**src/rtl/paddle_bank.sv**
```systemverilog
// paddle_bank: per-channel paddle y position with boundary saturation, updated on frame_tick.
// Define PADDLE_ACCEL_EN to enable step acceleration while a direction is held.
module paddle_bank #(
    parameter int N_PADDLES       = 2,
    parameter int YW              = 10,
    parameter int TOP_BOUNDARY    = 0,
    parameter int BOTTOM_BOUNDARY = 400,
    parameter int INIT_Y          = 240,
    parameter int DY              = 4,
    parameter int DY_MAX          = 12,
    parameter int ACCEL_HOLD      = 8
) (
    input  logic                   clk,
    input  logic                   rst,
    input  logic                   frame_tick,
    input  logic [2*N_PADDLES-1:0] btn,
    input  logic [N_PADDLES-1:0]   recenter,
    output logic [YW*N_PADDLES-1:0] y_pos,
    output logic [N_PADDLES-1:0]   at_top,
    output logic [N_PADDLES-1:0]   at_bottom
);
    typedef enum logic [1:0] {IDLE = 2'd0, UP = 2'd1, DOWN = 2'd2} state_t;
    localparam logic [YW-1:0] TOP_Y  = YW'(TOP_BOUNDARY);
    localparam logic [YW-1:0] BOT_Y  = YW'(BOTTOM_BOUNDARY);
    localparam logic [YW-1:0] INIT_V = YW'(INIT_Y);
    localparam logic [YW:0]   TOP_W  = (YW+1)'(TOP_BOUNDARY);
    localparam logic [YW:0]   BOT_W  = (YW+1)'(BOTTOM_BOUNDARY);
    localparam logic [YW:0]   STEP0  = (YW+1)'(DY);
`ifdef PADDLE_ACCEL_EN
    localparam logic [YW:0]   STEP_MAX = (YW+1)'(DY_MAX);
    localparam int            HW       = $clog2(ACCEL_HOLD + 1);
`endif
    genvar i;
    for (i = 0; i < N_PADDLES; i++) begin : g_ch
        state_t state_q, state_d, dir;
        logic [YW-1:0] y_q, y_d;
        logic [YW:0] y_w, sum, step_cur;
        always_comb dir = btn[2*i +: 2] == 2'b01 ? DOWN : btn[2*i +: 2] == 2'b10 ? UP : IDLE;
        always_ff @(posedge clk) begin
            if (rst) begin
                state_q <= IDLE;
                y_q     <= INIT_V;
            end else begin
                state_q <= state_d;
                y_q     <= y_d;
            end
        end
        always_comb state_d = recenter[i] ? IDLE : frame_tick ? dir : state_q;
        // sum is one bit wider than y so a move near the bottom cannot wrap
        always_comb begin
            y_w = {1'b0, y_q};
            sum = y_w + step_cur;
            y_d = recenter[i] ? INIT_V :
                  !frame_tick ? y_q :
                  dir == DOWN ? (sum > BOT_W ? BOT_Y : sum[YW-1:0]) :
                  dir == UP   ? (y_w < TOP_W + step_cur ? TOP_Y : y_q - step_cur[YW-1:0]) :
                  y_q;
        end
`ifdef PADDLE_ACCEL_EN
        logic [YW:0] step_q, step_d, step_up;
        logic [HW-1:0] hold_q, hold_d, hold_inc;
        logic fresh;
        always_ff @(posedge clk) begin
            if (rst) begin
                step_q <= STEP0;
                hold_q <= '0;
            end else begin
                step_q <= step_d;
                hold_q <= hold_d;
            end
        end
        // idle or a change of direction restarts from the base step before moving
        always_comb begin
            fresh    = dir == IDLE || dir != state_q;
            step_cur = fresh ? STEP0 : step_q;
            hold_inc = (fresh ? '0 : hold_q) + 1'b1;
            step_up  = step_cur + STEP0 > STEP_MAX ? STEP_MAX : step_cur + STEP0;
            step_d   = recenter[i] ? STEP0 : !frame_tick ? step_q : dir == IDLE ? STEP0 :
                       hold_inc == HW'(ACCEL_HOLD) ? step_up : step_cur;
            hold_d   = recenter[i] ? '0 : !frame_tick ? hold_q : dir == IDLE ? '0 :
                       hold_inc == HW'(ACCEL_HOLD) ? '0 : hold_inc;
        end
`else
        assign step_cur = STEP0;
`endif
        assign y_pos[YW*i +: YW] = y_q;
        assign at_top[i]         = y_q == TOP_Y;
        assign at_bottom[i]      = y_q == BOT_Y;
    end
endmodule
```
**config.mk**
```make
export PLATFORM = sky130hd
export DESIGN_NAME = paddle_bank
export DESIGN_NICKNAME = d
export VERILOG_FILES = /design/src/rtl/paddle_bank.sv
export SDC_FILE = /design/constraint.sdc
export NUM_CORES = 1
export LEC_CHECK = 0
export ABC_AREA = 1
export CAP_MARGIN = 20
export CORE_UTILIZATION = 45
export CTS_CLUSTER_DIAMETER = 120
export DETAILED_ROUTE_END_ITERATION = 10
export DONT_BUFFER_PORTS = 1
export HOLD_SLACK_MARGIN = 0.12
export PLACE_DENSITY_LB_ADDON = 0.2
export REMOVE_ABC_BUFFERS = 1
export SYNTH_ARGS = -nofsm -noshare
export SYNTH_HDL_FRONTEND = slang
export SYNTH_SLANG_ARGS = --single-unit
```
**constraint.sdc**
```tcl
create_clock -name clk -period 1.8 [get_ports clk]
set_input_delay 0.54 -clock clk [delete_from_list [all_inputs] [get_ports clk]]
set_output_delay 0.54 -clock clk [all_outputs]
set_load 0.02 [all_outputs]
```
==> results of run 1 <==
repair_timing:
item                                    4_1_cts  5_1_grt
endpoints found under the setup margin        4       17
hold endpoints to repair                      0        0
buffers inserted                              6        3
gates resized for setup                      21       24
pin swaps                                     2        4
per-stage QoR:
stage               cell area, sq um  cells  power (uW)
floorplan                       1520    264         557
detailed placement              1790    338         630
CTS                             1920    348         897
global placement                1790    338         631
global route                    2010    351         962
finish                          2010    351         899
cell usage in the layout, fill, tap and decap left out:
| cell type | instances |
|---|---|
| or2_2 | 1 |
| xor2_1 | 9 |
| ha_1 | 4 |
| nor4_2 | 1 |
| inv_1 | 29 |
| nand3_2 | 2 |
| nand3_1 | 19 |
| clkbuf_8 | 1 |
| o21bai_1 | 1 |
| o21ai_1 | 2 |
| dfxtp_4 | 2 |
| a211oi_1 | 1 |
| conb_1 | 4 |
| nand2_2 | 4 |
| clkbuf_4 | 3 |
| nor2_2 | 11 |
| nor3_2 | 3 |
| nand2_1 | 76 |
| xnor2_1 | 3 |
| o21ai_0 | 11 |
| buf_4 | 37 |
| ha_2 | 1 |
| nor2_1 | 20 |
| dfxtp_2 | 13 |
| dfxtp_1 | 1 |
| inv_4 | 1 |
| nand4_1 | 9 |
| o22ai_1 | 2 |
| a21oi_1 | 22 |
| nor3_1 | 3 |
| inv_2 | 6 |
| ha_4 | 3 |
final timing paths:
check / from / cells past startpoint / end
setup reg to reg: g_ch[0].y_q[2] / 10 / g_ch[0].y_q[3]
setup / recovery: g_ch[1].y_q[3] / 5 / at_bottom[1]
hold reg to reg: g_ch[0].y_q[4] / 2 / g_ch[0].y_q[4]
hold / removal: recenter[1] / 3 / g_ch[1].y_q[8]
power groups by stage:
| stage | Combinational (uW) | Sequential, uW | Clock (uW) |
|---|---|---|---|
| global placement | 234 | 397 | 0 |
| finish | 265 | 390 | 243 |
| detailed placement | 233 | 397 | 0 |
| CTS | 251 | 389 | 256 |
| global route | 296 | 393 | 274 |
| floorplan | 144 | 413 | 0 |
cells by family after synthesis:
kind of cell,share of synthesized area (%)
adders and majority gates,6.26
xor gates and xnor gates,6.57
other,0.235
and+or+nand+nor,40.4
AOI/OAI and AO/OA,12.7
DFF,20.0
buffers and inverters,13.8
final cells by class:
cell class	instances	area [sq um]
fill	354	1360
multi-input combinational	212	1150
sequential	16	344
timing repair buffer	37	278
inverter	36	138
tap	46	57.6
clock buffer	4	36.3
critical path, stage by stage, from the launching register on:
cell     delay [ps]
dfxtp_2         340
inv_2            70
ha_4            140
nand4_1         110
nor3_2          160
buf_4           170
layer usage:
layer | vias to the layer above | routed length (um) | global-route usage [%]
met2 | 52 | 2090 | 42.2
met5 | - | 0 | 0
met4 | 0 | 80 | 5.40
li1 | 931 | - | -
met1 | 808 | 1950 | 28.6
met3 | 12 | 209 | 4.62
==> results, run 1 <==
- The count of TritonRoute iterations in the first routing pass is 4.
- The largest registers in the layout are g_ch.y_q: 16 flops.
- The setup slack after layout is -18.2 ps.
- The wire length of the first global-routing pass is 6580 um.
- The number of top-level design ports is 33.
- The initial utilization of the core area, before any placement, comes to 47.5%.
- After synthesis the cells add up to about 1600 sq um.
- The clock latency on the worst-skew pair is roughly 290 ps.
- The total length of routed wires is ~4300 um.
- The final reports fail on negative setup slack.
- Global routing finished with a remaining overflow of 0.
- Of the total power, combinational logic draws 29.5%.
- The per-cell via count in the routed design is 5.14.
- The clock tree from TritonCTS is yes.
- The required time at the worst-slack endpoint is about 1300 ps.
- Among all cell types in the netlist, the one instantiated most often is nand2_1.
- In this run, the number of DRC markers left after iteration 0 of detailed routing was 95.
- In this run the deepest clock path goes through 2 buffers.
- The maximum vdd drop is between 0.4 and 0.5 mV.
- The number of rows in the core area is 21.
- After the last flow step, the layout net total stands at 323.
- The total count of hold-check failures in the final report came to 0.
- In the global route stage, overall resource usage came out at a little under a quarter.
- The post-synthesis cell type count is 28.
- After synthesis, the cell types taking the most area are dfxtp_1 (20%), nand2_1 (19%), inv_1 (8.2%).
- The reg2reg setup slack is approximately 100 ps.
- The final period demand of the worst path is roughly 1800 ps.
- The most common flop cell mapped by yosys is dfxtp_1.
- The initial antenna violation count came to 0.
- The share of power burned in registers is 43.4%.
- The number of max-slew violations in the final report came to 0.
- The data arrival time of the worst path is 1280 ps.
- The weighted congestion at the end of routability-driven global placement is 0.925.
- The kind of launch point of the worst setup path is a flip-flop.
- The number of maximum-capacitance constraint violations is 0.
- The number of nets still failing antenna checks after routing is 0.
- Clock-pin slew was measured on the worst setup and hold paths at 100 ps.
- Detailed placement ended at an HPWL of 3200 um.
- The minimum setup slack after placement is ~100 ps.
- The final setup skew is between 0.8 and 0.9 ps.
- The final period utilization is 101%.
- The post-route netlist has approximately 30% of its cells at a drive strength greater than 1.
- CTS placed an instance of clkbuf_4 at the clock tree root.
- STA classifies the critical path endpoint as an output port.
- More flip-flops sit in one register than any other, and that register is g_ch.y_q.
- In this run the worst path has a maximum fanout of 2.
- In this run the tool buffered the top-level ports with 0 buffer cells.
- In this run the number of H-tree levels came out at 1.
- In this run the horizontal extent of the chip is ~62 um.
- The maximum operating frequency is between 500 and 600 MHz.
- For the final routed database, the setup TNS stands at -18.2 ps.
- The die extent in y is 61.6 um.
- From synthesis to final layout, the design area changed by 25.4%.
- The clock buffer count from CTS is 3.
- The number of setup violations in the final report is 1.
- The clock drives 16 sinks.
- Internal power comes to 594 uW.
- Entering global routing, the biggest net connects 13 pins.
- The most area-hungry cell type in the Yosys netlist is dfxtp_1.
- Sequential cells were found to cover about a fifth of the synthesized design area.
- The total leakage power is just under 0.001 uW.
- Net switching is between 30% and 40% of the power.
- The post-synthesis register bit count is 16.
- The instance count of the mapped netlist is ~270.
- The switching power is just over 300 uW.
- The post-detailed-route wirelength per cell is approximately 12 um.
- The number of global-route vias before repair came to roughly 1500.
- The run finished, with violations left.
- The core utilization of the finished layout is just under 60%.
- The full die area is about 3800 sq um.
- The worst setup path category is reg -> out.
- The clock share of power is 27.1%.
- The total number of vias is 1803.
- The repair_antennas step left the layout with diodes totalling 0.
- The flip-flop count of the largest register, all copies and words added is 16.
- Dividing total power by cell area gives a power density of 448 nW/um^2.
- The share of the synthesized area in the top cell type is between 20% and 30%.
- The Yosys warning count is 0.
- After floorplanning, the core was sized to cover ~3400 sq um.
- For this run, design rule violations remaining after detail routing come to 0.
- Setup repair after global routing could not meet its margin everywhere.
- Hold timing on the final database bottoms out at a slack of between 400 and 500 ps.
- The hold buffer count at cts is 0.
- After synthesis, the most frequently instantiated cells are nand2_1 (79), inv_1 (35), nor2_1 (26).
- The average size of a mapped cell is roughly 6 sq um.
- The path class of the tightest hold or removal check is in -> reg.
- Yosys mapped a number of flops with a built-in enable equal to 0.
- For this run, asynchronously set or reset flops after synthesis account for 0%.
Note: power is estimated with default switching activity, not from simulation.
==> run 2: changes to the inputs <==
MAX_ROUTING_LAYER = met4   (was unset)
clock period = 1.7 ns   (was 1.8 ns; I/O delays follow)
==> run 2 against run 1 <==
Against the previous run:
- the flow still finishes with violations (negative setup slack)
- register-to-register slack lost 60 ps
- combinational power grew 13%
- global-route usage grew 0.99 points
- power grew 7.0%
- critical endpoint is now at_bottom[0]
- die area is the same
- flip-flop and latch count is the same
- clock power grew 5%
- design area grew 7.2%
==> results, run 2 (synthesis results as in run 1) <==
- The clock buffer count from CTS came to 3 (unchanged).
- The number of maximum-capacitance constraint violations came to 0 (unchanged).
- The clock tree from TritonCTS is yes (unchanged).
- The hold buffer count at cts came to 0 (unchanged).
- The total area of sequential cells is 359 sq um (was 344 sq um).
- The maximum fanout encountered on the critical timing path is 6 (was 2).
- The minimum setup slack after placement is 31.9 ps (was 100 ps).
- The reg-to-reg critical path endpoint is g_ch[0].y_q[7] (was g_ch[0].y_q[3]).
- The ratio of total power to cell area is 447 nW/um^2 (was 448 nW/um^2).
- The setup slack after layout is -65.1 ps (was -18.2 ps).
- The total number of vias is 1890 (was 1803).
- The number of nets in the layout is 334 (was 323).
- The total length of routed wires was 4630 um (was 4330 um).
- The full die area is 3800 sq um (unchanged).
- The number of cells on the worst reg-to-reg path came to 12 (was 10).
- The weighted congestion at the end of routability-driven global placement is 0.952 (was 0.925).
- The number of nets still failing antenna checks after routing came to 0 (unchanged).
- The final non-filler cell total came to 362 (was 351).
- The termination of the worst setup path was at_bottom[0] (was at_bottom[1]).
- The met2 demand-to-capacity share in global routing is 45.2% (was 42.2%).
- The number of rows in the core area is 21 (unchanged).
- The multi-input combinational cell area came to 1180 sq um (was 1150 sq um).
- The global-route usage over all layers is 24.4% (was 23.4%).
- Highest-count cells in the layout ignoring fill and taps: nand2_1 (74), buf_4 (46), inv_1 (26), nor2_1 (20), a21oi_1 (20) (was nand2_1 (76), buf_4 (37), inv_1 (29), a21oi_1 (22), nor2_1 (20)).
- The clock latency on the worst-skew pair is 290 ps (about the same).
- The total power after layout is 962 uW (was 899 uW).
- Violated checks: negative setup slack (unchanged).
- The final period utilization is 104%.
- The post-detailed-route wirelength per cell is 12.8 um (was 12.3 um).
- The detailed-route DRC error count was 0 (unchanged).
- The number of clock sinks came to 16 (unchanged).
- The count of TritonRoute iterations in the first routing pass is 4 (unchanged).
- The worst setup path category is reg -> out (unchanged).
- The register with the most flip-flops was g_ch.y_q (unchanged).
- The launch point of the worst reg-to-reg path is g_ch[0].y_q[3] (was g_ch[0].y_q[2]).
- The global routing usage on met3 is 2.31% (was 4.62%).
- The clock transition time at the flip-flop clock pins of the worst setup and hold paths is 100 ps (about the same).
- The source of the critical timing path is g_ch[0].y_q[5] (was g_ch[1].y_q[3]).
- The initial antenna violation count is 0 (unchanged).
- The reg2reg setup slack was 40 ps (was 100 ps).
- The starting density of the core came to 47.5% (unchanged).
- The number of max-slew violations in the final report came to 0 (unchanged).
- The number of top-level design ports was 33 (unchanged).
- After layout, the minimum clock period comes to ~1800 ps.
- The fraction of final layout cells with drive strength greater than 1 was 34.5% (was 29.2%).
- The kind of end point of the critical path is an output port (unchanged).
- The type of the most critical hold path is in -> reg (unchanged).
- The cell at the root of the clock tree is clkbuf_4 (unchanged).
- The number of fill cells in the layout came to 332 (was 354).
- The number of setup violations in the final report is 2 (was 1).
- Outcome: complete, but fails checks (unchanged).
- The met1 track demand over resource in global routing is 26.4% (was 28.6%).
- The maximum operating frequency is approximately 570 MHz.
- The pin count of the biggest net entering global routing is 13 (unchanged).
- The core utilization of the finished layout was 63.9% (was 59.6%).
- The maximum vdd drop was 0.391 mV (was 0.441 mV).
- The buffer depth of the longest clock path is 2 (unchanged).
- The leading cell type in the layout, fill and taps excluded was nand2_1 (unchanged).
- The residual overflow from global routing is 0 (unchanged).
- The wire length of the first global-routing pass is 6750 um (was 6580 um).
- The total half-perimeter wirelength after legalization and detailed placement is 3350 um (was 3200 um).
- The flip-flop count of the largest register, all copies and words added is 16 (unchanged).
- The total leakage power is 0.00102 uW (was 0.000965 uW).
- The kind of launch point of the worst setup path is a flip-flop (unchanged).
- The per-cell via count in the routed design is 5.22 (was 5.14).
- The number of H-tree levels was 1 (unchanged).
- The number of global-route vias before repair is 1619 (was 1546).
- The number of buffers added on ports is 0 (unchanged).
- The die extent in y came to 61.6 um (unchanged).
- The smallest hold slack was 403 ps (was 459 ps).
- The final setup skew is 1.32 ps (was 0.810 ps).
- The floorplan core area is 3360 sq um (unchanged).
- The count of routing violations after the opening detailed-route iteration was 85 (was 95).
- The number of placed cells counting well taps is 344 (was 338).
- The area overhead of the layout relative to synthesis is 34.4% (was 25.4%).
- The required time at the worst-slack endpoint is 1190 ps (was 1260 ps).
- The die boundary width is 61.6 um (unchanged).
- The total count of hold-check failures in the final report is 0 (unchanged).
- The data arrival time of the worst path is 1260 ps (was 1280 ps).
- The global-route layer with the greatest usage is met2 (unchanged).
- The total inserted antenna cells is 0 (unchanged).
- Registers with the most flip-flops: g_ch.y_q: 16 flops (unchanged).
- Setup repair after global routing missed its margin: yes (unchanged).
run 2: cell types whose count changed in the layout (fill, tap and decap cells not counted), moves of 3 or more:
cell and change:
dfxtp_2 -6, buf_4 +9, dfxtp_4 +6, inv_4 +3
inv_1 -3
run 2: per-stage QoR:
step / cell area, sq um / setup TNS [ps]
CTS: 1990 / -226
floorplan: 1520 / -450
global route: 2150 / -724
detailed placement: 1840 / 0
finish: 2150 / -107
global placement: 1840 / 0
run 2: critical path, cell delays in order (launching register included):
cell     delay [ps]
dfxtp_2         370
nor2_2          140
inv_1            80
nor4_2          200
buf_4           180
run 2: worst min path at each step:
stage	startpoint	end	slack, ps	cells after the start
detailed placement	g_ch[1].y_q[2]	g_ch[1].y_q[2]	550	2
CTS	rst	g_ch[0].y_q[7]	390	2
finish	rst	g_ch[0].y_q[7]	400	2
floorplan	g_ch[1].y_q[9]	g_ch[1].y_q[9]	630	2
global placement	g_ch[1].y_q[2]	g_ch[1].y_q[2]	530	2
global route	rst	g_ch[0].y_q[7]	400	2
run 2: routing by layer:
layer | part of all wire (%) | wire length [um]
met1 | 41 | 1920
met2 | 53 | 2430
met4 | 2.5 | 114
met5 | 0 | 0
met3 | 3.6 | 165
run 2: repair_timing:
item / CTS / global route
endpoints found under the hold margin: 0 / 0
gates resized for setup: 30 / 39
pin swaps: 3 / 11
setup buffers: 7 / 7
setup endpoints to repair: 4 / 18
run 2: cell type report:
class / count / area share (%)
Multi-Input combinational cell: 212 / 55.1
Timing Repair Buffer: 48 / 17.1
Sequential cell: 16 / 16.7
Inverter: 36 / 6.75
Tap cell: 46 / 2.68
Clock buffer: 4 / 1.69
run 2: report_power, final:
group	internal [uW]	switching, uW
Sequential	382	25.0
Combinational	120	180
Clock	130	124
